--- src/rtl/io_chan_router.sv ---
// io_chan_router: per-channel input FIFOs draining the selected channel into the
// I/O section, plus one timed-strobe output engine with ack wait and timeout.
module io_chan_router #(
  parameter int NCHAN = 4,
  parameter int DATA_W = 5,
  parameter int FIFO_DEPTH = 4,
  parameter logic [DATA_W-1:0] STOP_CODE = DATA_W'(5'b00010),
  parameter int PULSE_CYC = 8,
  parameter int ACK_TIMEOUT = 1024,
  parameter int GAP_CYC = 4
) (
  input  logic                      CLOCK,
  input  logic                      rst_n,
  input  logic [$clog2(NCHAN)-1:0]  sel,
  input  logic                      enable,
  input  logic                      flush,
  input  logic [NCHAN*DATA_W-1:0]   dev_in_data,
  input  logic [NCHAN-1:0]          dev_in_stb,
  output logic [NCHAN-1:0]          dev_in_full,
  output logic                      io_in_valid,
  output logic [DATA_W-1:0]         io_in_data,
  output logic                      io_in_stop,
  input  logic                      io_in_req,
  input  logic                      io_out_stb,
  input  logic [DATA_W-1:0]         io_out_data,
  output logic                      io_out_busy,
  output logic [DATA_W-1:0]         dev_out_data,
  output logic [NCHAN-1:0]          dev_out_pulse,
  input  logic [NCHAN-1:0]          dev_out_ack,
  output logic [NCHAN-1:0]          err_overflow,
  output logic                      err_timeout
);

  localparam int SEL_W = $clog2(NCHAN);
  localparam int PTR_W = $clog2(FIFO_DEPTH);
  localparam int CNT_W = PTR_W + 1;
  localparam int TMR_MAX = (ACK_TIMEOUT > PULSE_CYC) ?
                           ((ACK_TIMEOUT > GAP_CYC) ? ACK_TIMEOUT : GAP_CYC) :
                           ((PULSE_CYC > GAP_CYC) ? PULSE_CYC : GAP_CYC);
  localparam int TMR_W = $clog2(TMR_MAX + 1);

  logic [DATA_W-1:0] mem [NCHAN][FIFO_DEPTH];
  logic [PTR_W-1:0]  rd_ptr [NCHAN];
  logic [PTR_W-1:0]  wr_ptr [NCHAN];
  logic [CNT_W-1:0]  cnt [NCHAN];
  logic [NCHAN-1:0]  full, push_ok, pop_ok, flush_ch;
  logic [DATA_W-1:0] head;

  // A push to a full FIFO is dropped even if the same cycle pops it.
  always_comb begin
    full     = '0;
    push_ok  = '0;
    pop_ok   = '0;
    flush_ch = '0;
    for (int k = 0; k < NCHAN; k++) begin
      full[k]     = (cnt[k] == CNT_W'(FIFO_DEPTH));
      flush_ch[k] = flush && (sel == SEL_W'(k));
      push_ok[k]  = dev_in_stb[k] && !full[k] && !flush_ch[k];
      pop_ok[k]   = (sel == SEL_W'(k)) && io_in_valid && io_in_req;
    end
  end

  always_ff @(posedge CLOCK or negedge rst_n) begin
    if (!rst_n) begin
      for (int k = 0; k < NCHAN; k++) begin
        rd_ptr[k] <= '0;
        wr_ptr[k] <= '0;
        cnt[k]    <= '0;
      end
      err_overflow <= '0;
    end else begin
      for (int k = 0; k < NCHAN; k++) begin
        if (dev_in_stb[k] && full[k]) err_overflow[k] <= 1'b1;
        if (flush_ch[k]) begin
          rd_ptr[k] <= '0;
          wr_ptr[k] <= '0;
          cnt[k]    <= '0;
        end else begin
          if (push_ok[k]) wr_ptr[k] <= wr_ptr[k] + 1'b1;
          if (pop_ok[k])  rd_ptr[k] <= rd_ptr[k] + 1'b1;
          cnt[k] <= cnt[k] + CNT_W'(push_ok[k]) - CNT_W'(pop_ok[k]);
        end
      end
    end
  end

  always_ff @(posedge CLOCK) begin
    for (int k = 0; k < NCHAN; k++) begin
      if (push_ok[k]) mem[k][wr_ptr[k]] <= dev_in_data[k*DATA_W +: DATA_W];
    end
  end

  assign head        = mem[sel][rd_ptr[sel]];
  assign io_in_valid = enable && (cnt[sel] != '0);
  assign io_in_data  = head;
  assign io_in_stop  = io_in_valid && (head == STOP_CODE);
  assign dev_in_full = full;

  // state      | meaning
  // S_IDLE     | waiting for io_out_stb & enable
  // S_PULSE    | strobe on latched channel, PULSE_CYC cycles
  // S_WAIT_ACK | waiting for ack on latched channel, ACK_TIMEOUT cycles max
  // S_GAP      | device recovery, GAP_CYC cycles
  typedef enum logic [1:0] {S_IDLE, S_PULSE, S_WAIT_ACK, S_GAP} state_t;

  state_t            state, state_nxt;
  logic [TMR_W-1:0]  tmr, tmr_nxt;
  logic [SEL_W-1:0]  chan_q;
  logic [DATA_W-1:0] data_q;
  logic              latch, tmo_hit;

  always_ff @(posedge CLOCK or negedge rst_n) begin
    if (!rst_n) begin
      state       <= S_IDLE;
      tmr         <= '0;
      chan_q      <= '0;
      data_q      <= '0;
      err_timeout <= 1'b0;
    end else begin
      state <= state_nxt;
      tmr   <= tmr_nxt;
      if (latch) begin
        chan_q <= sel;
        data_q <= io_out_data;
      end
      if (tmo_hit) err_timeout <= 1'b1;
    end
  end

  // Timer counts down; each phase ends on the cycle it reads zero.
  always_comb begin
    state_nxt = state;
    tmr_nxt   = tmr;
    latch     = 1'b0;
    tmo_hit   = 1'b0;
    case (state)
      S_IDLE: begin
        if (io_out_stb && enable) begin
          latch     = 1'b1;
          state_nxt = S_PULSE;
          tmr_nxt   = TMR_W'(PULSE_CYC - 1);
        end
      end
      S_PULSE: begin
        if (tmr == '0) begin
          state_nxt = S_WAIT_ACK;
          tmr_nxt   = TMR_W'(ACK_TIMEOUT - 1);
        end else begin
          tmr_nxt = tmr - 1'b1;
        end
      end
      S_WAIT_ACK: begin
        if (dev_out_ack[chan_q]) begin
          state_nxt = S_GAP;
          tmr_nxt   = TMR_W'(GAP_CYC - 1);
        end else if (tmr == '0) begin
          tmo_hit   = 1'b1;
          state_nxt = S_GAP;
          tmr_nxt   = TMR_W'(GAP_CYC - 1);
        end else begin
          tmr_nxt = tmr - 1'b1;
        end
      end
      S_GAP: begin
        if (tmr == '0) state_nxt = S_IDLE;
        else           tmr_nxt   = tmr - 1'b1;
      end
      default: state_nxt = S_IDLE;
    endcase
  end

  always_comb begin
    dev_out_pulse = '0;
    if (state == S_PULSE) dev_out_pulse[chan_q] = 1'b1;
  end

  assign io_out_busy  = (state != S_IDLE);
  assign dev_out_data = data_q;

endmodule

--- config.mk ---
export PLATFORM = sky130hd
export DESIGN_NAME = io_chan_router
export DESIGN_NICKNAME = d
export VERILOG_FILES = /design/src/rtl/io_chan_router.sv
export SDC_FILE = /design/constraint.sdc
export NUM_CORES = 1
export LEC_CHECK = 0
export CORE_MARGIN = 5
export CORE_UTILIZATION = 40
export CTS_CLUSTER_DIAMETER = 30
export DETAILED_ROUTE_END_ITERATION = 16
export PLACE_DENSITY = 0.68
export REMOVE_ABC_BUFFERS = 1
export SLEW_MARGIN = 10
export SYNTH_ARGS = -nofsm -noshare
export SYNTH_HDL_FRONTEND = slang
export SYNTH_SLANG_ARGS = --single-unit
--- constraint.sdc ---
create_clock -name CLOCK -period 2.8 [get_ports CLOCK]
set_input_delay 0.7 -clock CLOCK [delete_from_list [all_inputs] [get_ports CLOCK]]
set_output_delay 0.7 -clock CLOCK [all_outputs]
set_load 0.05 [all_outputs]
Yosys cells after proc, flatten, opt, wreduce, memory -nomap -nowiden
Memories as Yosys holds them, arrays and structs flattened.
Cells that the tools add are included.
Operators by class
  add/sub/neg operators: 17
  magnitude comparators: 12
  equal/unequal tests: 16
  mux-type cells: 67
  bitwise logic cells: 6
  reductions and logical operators: 55
Operator list (number)
  two-way mux 20 bit: 4
  two-way mux 11 bit: 5
  two-way mux 2 bit: 23
  case mux 11 bit (4 select lines): 1
  demux 5 bit (select 2 bit): 4
  logical AND 1 bit: 32
  two-way mux 5 bit: 6
  greater-or-equal comparator 3 bit (second input constant): 6
  two-way mux 3 bit: 6
  inverter 2 -> 3 bit: 6
  nonzero test 2 bit: 9
  adder 2 x 1 -> 2 bit (second input constant): 8
  adder 3 x 1 -> 3 bit: 4
  == test 3 bit (second input constant): 4
  less-than comparator 3 x 1 -> 1 bit (second input constant): 4
  subtractor 3 x 1 -> 3 bit: 4
  zero test 11 bit: 1
  two-way mux 1 bit: 11
  subtractor 11 x 1 -> 11 bit (second input constant): 1
  binary-select mux 5 bit (select 2 bit): 1
  == test 2 bit (second input constant): 4
  zero test 1 bit: 8
  inequality test 2 bit (second input constant): 4
  case mux 2 bit (4 select lines): 1
  other kinds (14): 16
Storage, ports and cells
  flip-flop bits (word level): 53
  bits in writable memories: 80
  bits of input ports: 41
  output and inout port bits: 26
  word-level logic and storage cells: 195
  memories kept: 1
Memories
  mem: depth 4, bits a word 20, read ports 1, clocked after Yosys merged registers in 0, wr ports 4, RTL line 42  | logic [DATA_W-1:0] mem [NCHAN][FIFO_DEPTH];

Depth between registers and ports, before layout
  depth after elaboration: 10
  mapped depth: 15
  depth with buffers taken out: 12

Worst setup path before layout
Ideal clock, no wire load.
  path kind: input -> output
  from: input port sel[1]
  to: output port io_in_stop
  data arrival time: 3.341 ns
  required time: 2.100 ns
  setup slack: -1.241 ns
  cell stages on the path: 6
  buffers on the path: 2
  cells stage by stage: buf_6 mux4_2 buf_6 mux2i_1 o21ai_0 and3_1
Between the ends
  cells in the longest elaborated chain, start to end: 10
  elaborated cells on any way between the ends: 16
  classes of those cells: eq/ne (1); mux (9); bitwise (2); reduce/logical (3); memory (1)
Ends and longest elaborated chain
  from (decl): RTL line 14  | input logic [$clog2(NCHAN)-1:0] sel,
  inverter 2 -> 3 bit (not written as such): RTL line 93  | assign head = mem[sel][rd_ptr[sel]];
  binary-select mux 2 bit (select 2 bit): RTL line 93
  two-way mux 2 bit (not written as such) (2 in a row): RTL line 93
  inverter 2 -> 3 bit (not written as such): RTL line 93
  binary-select mux 5 bit (select 2 bit) (*): RTL line 93
  two-way mux 5 bit (not written as such) (*) (2 in a row): RTL line 93
  via io_in_data[1]: RTL line 21  | output logic [DATA_W-1:0] io_in_data,
  == test 5 x 2 -> 1 bit (*): RTL line 96  | assign io_in_stop = io_in_valid && (head == STOP_CODE);
  logical AND 1 bit (*): RTL line 96
  to (decl): RTL line 22  | output logic io_in_stop,
Mark *: on every way through the listed nets, which the timed path passes. The rest lies on a longest branch. The select of a mux whose other input is x is not followed.

Worst setup path after layout
  from: register rd_ptr[0] in the netlist's numbering
  to: output port io_in_stop
Between the ends
  cells in the longest elaborated chain, start to end: 9
Ends and longest elaborated chain
  from (decl): RTL line 43  | logic [PTR_W-1:0] rd_ptr [NCHAN];
  from (signal, indexed assignment): RTL line 80  | if (pop_ok[k]) rd_ptr[k] <= rd_ptr[k] + 1'b1;
  binary-select mux 2 bit (select 2 bit): RTL line 93
  two-way mux 2 bit (not written as such) (2 in a row): RTL line 93
  inverter 2 -> 3 bit (not written as such): RTL line 93
  binary-select mux 5 bit (select 2 bit): RTL line 93
  two-way mux 5 bit (not written as such) (2 in a row): RTL line 93
  == test 5 x 2 -> 1 bit: RTL line 96
  logical AND 1 bit: RTL line 96
No other way between the ends. The select of a mux whose other input is x is not followed.

==> summary.md <==
| Metric | Value |
|---|---|
| DRT antenna net count | 0 |
| TritonCTS Buffers | 17 |
| Cells after DPL | 788 |
| Die Y | 137 um |
| Final period utilization | 117% |
| Drt drc | 0 |
| Async set or reset register ratio after synthesis | 39.8% |
| Reg2reg start | cnt[3]$_DFF_PN0_ |
| CTS tree | yes |
| Synth Warn # | 0 |
| Startpoint Class | flop |
| Clock Latency Late Sink | 0.42 ns |
| RSZ-0062 raised after global routing | true |
| Finished Core Util | 55.7% |
| Synth unique cells | 48 |
| Routed wire length per instance | 18.5 um |
| Worst setup path start | rd_ptr[0]$_DFFE_PN0P_ |
| Mapped Cells | 464 |
| Clk root buf | clkbuf_16 |
| Max Freq | 0.307 GHz |
| Post-synthesis sequential area ratio | 58.0% |
| Slowest stage delay, CP | 0.60 ns |
| Vias per cell | 5.08 |
| Max Cap Violations | 0 |
| CP Buf/Inv Count | 1 |
| Global placement routability congestion | 0.782 |
| Fillers | 1252 |
| Vias in the first global route | 4511 |
| Hold Vio Cnt, Final | 0 |
| VDD IR max | 0.534 mV |
| P per Cell Area | 1060 nW/um^2 |
| Worst clock skew | 0.00754 ns |
| Final Setup Violations | 6 |
| Area Growth Syn to Fin | 37.4% |
| Delay-heaviest family, CP | multiplexers |
| CP Data Required Time | 2.10 ns |
| Final hold slack | 0.269 ns |
| Post-synth EDFFs | 80 |
| Final Net Count | 679 |
| CTS max path bufs | 2 |
| DRT iter0 DRCs | 350 |
| # diodes | 0 |
| DRT Wirelength | 15.4 mm |
| DP Worst Slack | -1.03 ns |
| All-layer global routing usage | 17.5% |
| Fin crit period | 3.26 ns |
| # hold bufs at CTS | 0 |
| Initial Util | 40.6% |
| Synth Area per Inst | 13.8 sq um |
| Setup CP Type | flop to output port |
| Failing checks | negative setup slack |
| First-pass DRT Iterations | 4 |
| Largest net degree at the start of global routing | 26 |
| Critical-path cell list | mux4_2, mux2i_2, mux2i_4, nor4_2, and3_4, buf_12 |
| Crit-path max FO | 4 |
| Ports | 67 |
| Antenna violations before repair | 0 |
| Status | finished with violations |
| Slowest cell on the critical path | mux4_2 |
| Synth Cell Area | 6420 sq um |
| CP endpoint kind | output port |
| Max Slew Vio Count | 0 |
| IO Port Bufs | 66 |
| H-tree depth | 4 |
| Final worst setup slack | -0.462 ns |
| Non-Filler Instances | 833 |
| Core area | 15800 sq um |
| DP HPWL | 11.1 mm |
| Share of cells above drive strength 1 | 29.2% |
| # rows | 46 |
| Register bit count reported by yosys | 133 |
| Die Wd | 137 um |
| Reg clk slew, reported paths | 0.06 ns |
| Worst slew pin tran | 0.580 ns |
| Setup TNS Final | -1.44 ns |
| LEAKAGE | 3.60 nW |
| Clk sinks | 133 |
| Worst Path Arrival | 2.56 ns |
| Total gr overflow | 0 |
| Worst min-delay path category | input pin to asynchronous set/reset pin |
| Global-route wire length before repair | 24.2 mm |
| Worst slew margin | 61.3% |
| Via count | 4231 |
| Synth Flop Type | edfxtp_1 |
| Die area | 18700 sq um |
## per-stage QoR
step / total power, mW / cell area [sq um]
global route: 9.86 / 8820
detailed placement: 6.91 / 7940
global placement: 6.73 / 7940
CTS: 9.29 / 8740
floorplan: 5.26 / 6310
finish: 9.32 / 8820
## per-layer routing
layer  global-route usage, %  wire length [um]  vias up
li1                        -                 -     1981
met1                    21.7              6090     2115
met2                    30.0              7930      112
met3                    3.75              1050       23
met4                    6.83               327        0
met5                       0                 0        -
## final cells by class
cell class | count | area (sq um) | area share, %
clock buffer | 18 | 429 | 4.86
clock inverter | 14 | 150 | 1.70
inverter | 30 | 113 | 1.28
multi-input combinational | 283 | 2620 | 29.7
sequential | 133 | 3730 | 42.3
tap | 216 | 270 | 3.06
timing repair buffer | 139 | 1520 | 17.2
## where the power goes
group / total, mW / internal, mW / switching [mW] / leakage [nW]
Clock: 2.18 / 1.31 / 0.866 / 0.279
Sequential: 3.02 / 2.64 / 0.381 / 1.37
Combinational: 4.12 / 1.93 / 2.19 / 1.95
## logic make-up after synthesis
kind of cell    count (synthesis)  synth area share, %
compound gates                 53                 5.49
xor+xnor                       13                 1.77
fa+ha+maj                      34                 7.09
buf+inv                        49                 3.45
flops                         133                 58.0
mux                            60                 14.3
simple gates                  122                 9.89
## state kept, by name, indices dropped and copies added (netlist names)
signal        flops
mem              80
cnt              12
tmr              11
rd_ptr            8
wr_ptr            8
dev_out_data      5
err_overflow      4
chan_q            2
state             2
err_timeout       1
## cells in the mapped netlist, types with 4 or more instances
cell	count	area share (%)
xnor2_1	9	1.2
nor2_1	35	2.0
mux4_2	23	8.1
ha_1	30	5.8
and3_1	4	0.39
mux2_2	9	1.6
nor3_1	11	0.86
nor2b_1	5	0.49
nand2_1	21	1.2
dfrtp_1	53	21
and2_1	16	1.6
a21o_1	5	0.58
a21oi_1	12	0.93
fa_1	4	1.2
edfxtp_1	80	37
mux2i_1	27	4.2
clkbuf_1	9	0.53
nor3b_1	10	1.2
nand2b_1	6	0.58
xor2_1	4	0.55
inv_1	30	1.8
o21ai_0	18	1.4
## path summary, 6_finish.rpt
check | to | cells past startpoint | slack (ns)
worst max-delay path | io_in_stop | 6 | -0.46
max in group asynchronous | rd_ptr[0]$_DFFE_PN0P_ | 2 | 1.87
worst min register to register | err_overflow[1]$_DFFE_PN0P_ | 1 | 0.47
worst min-delay path | tmr[1]$_DFFE_PN0P_ | 1 | 0.27
min in group CLOCK | err_overflow[1]$_DFFE_PN0P_ | 1 | 0.47
worst max register to register | cnt[5]$_DFF_PN0_ | 13 | 0.06
## layout by cell type, fill, tap and decap left out, types with 4 or more instances in the layout
cell type / instances
o21ai_0: 17
dfrtp_1: 52
mux4_2: 25
inv_1: 30
nand2b_1: 6
buf_12: 23
nor3_1: 6
nor3b_1: 9
nand2_1: 20
xnor2_1: 9
nor2b_1: 4
buf_4: 55
a21oi_1: 12
clkbuf_16: 17
clkinv_4: 4
a21o_1: 5
nor2_1: 35
clkdlybuf4s50_1: 47
ha_1: 30
mux2_2: 8
and2_1: 16
edfxtp_1: 80
mux2i_1: 23
fa_2: 4
buf_6: 6
## timing repair
action / in CTS / in global routing
pin swaps: 3 / 5
setup endpoints to repair: 18 / 10
resized for setup: 38 / 22
setup buffers: 12 / 6
gates cloned: 2 / 0
Power figures use the tool's default switching activity.
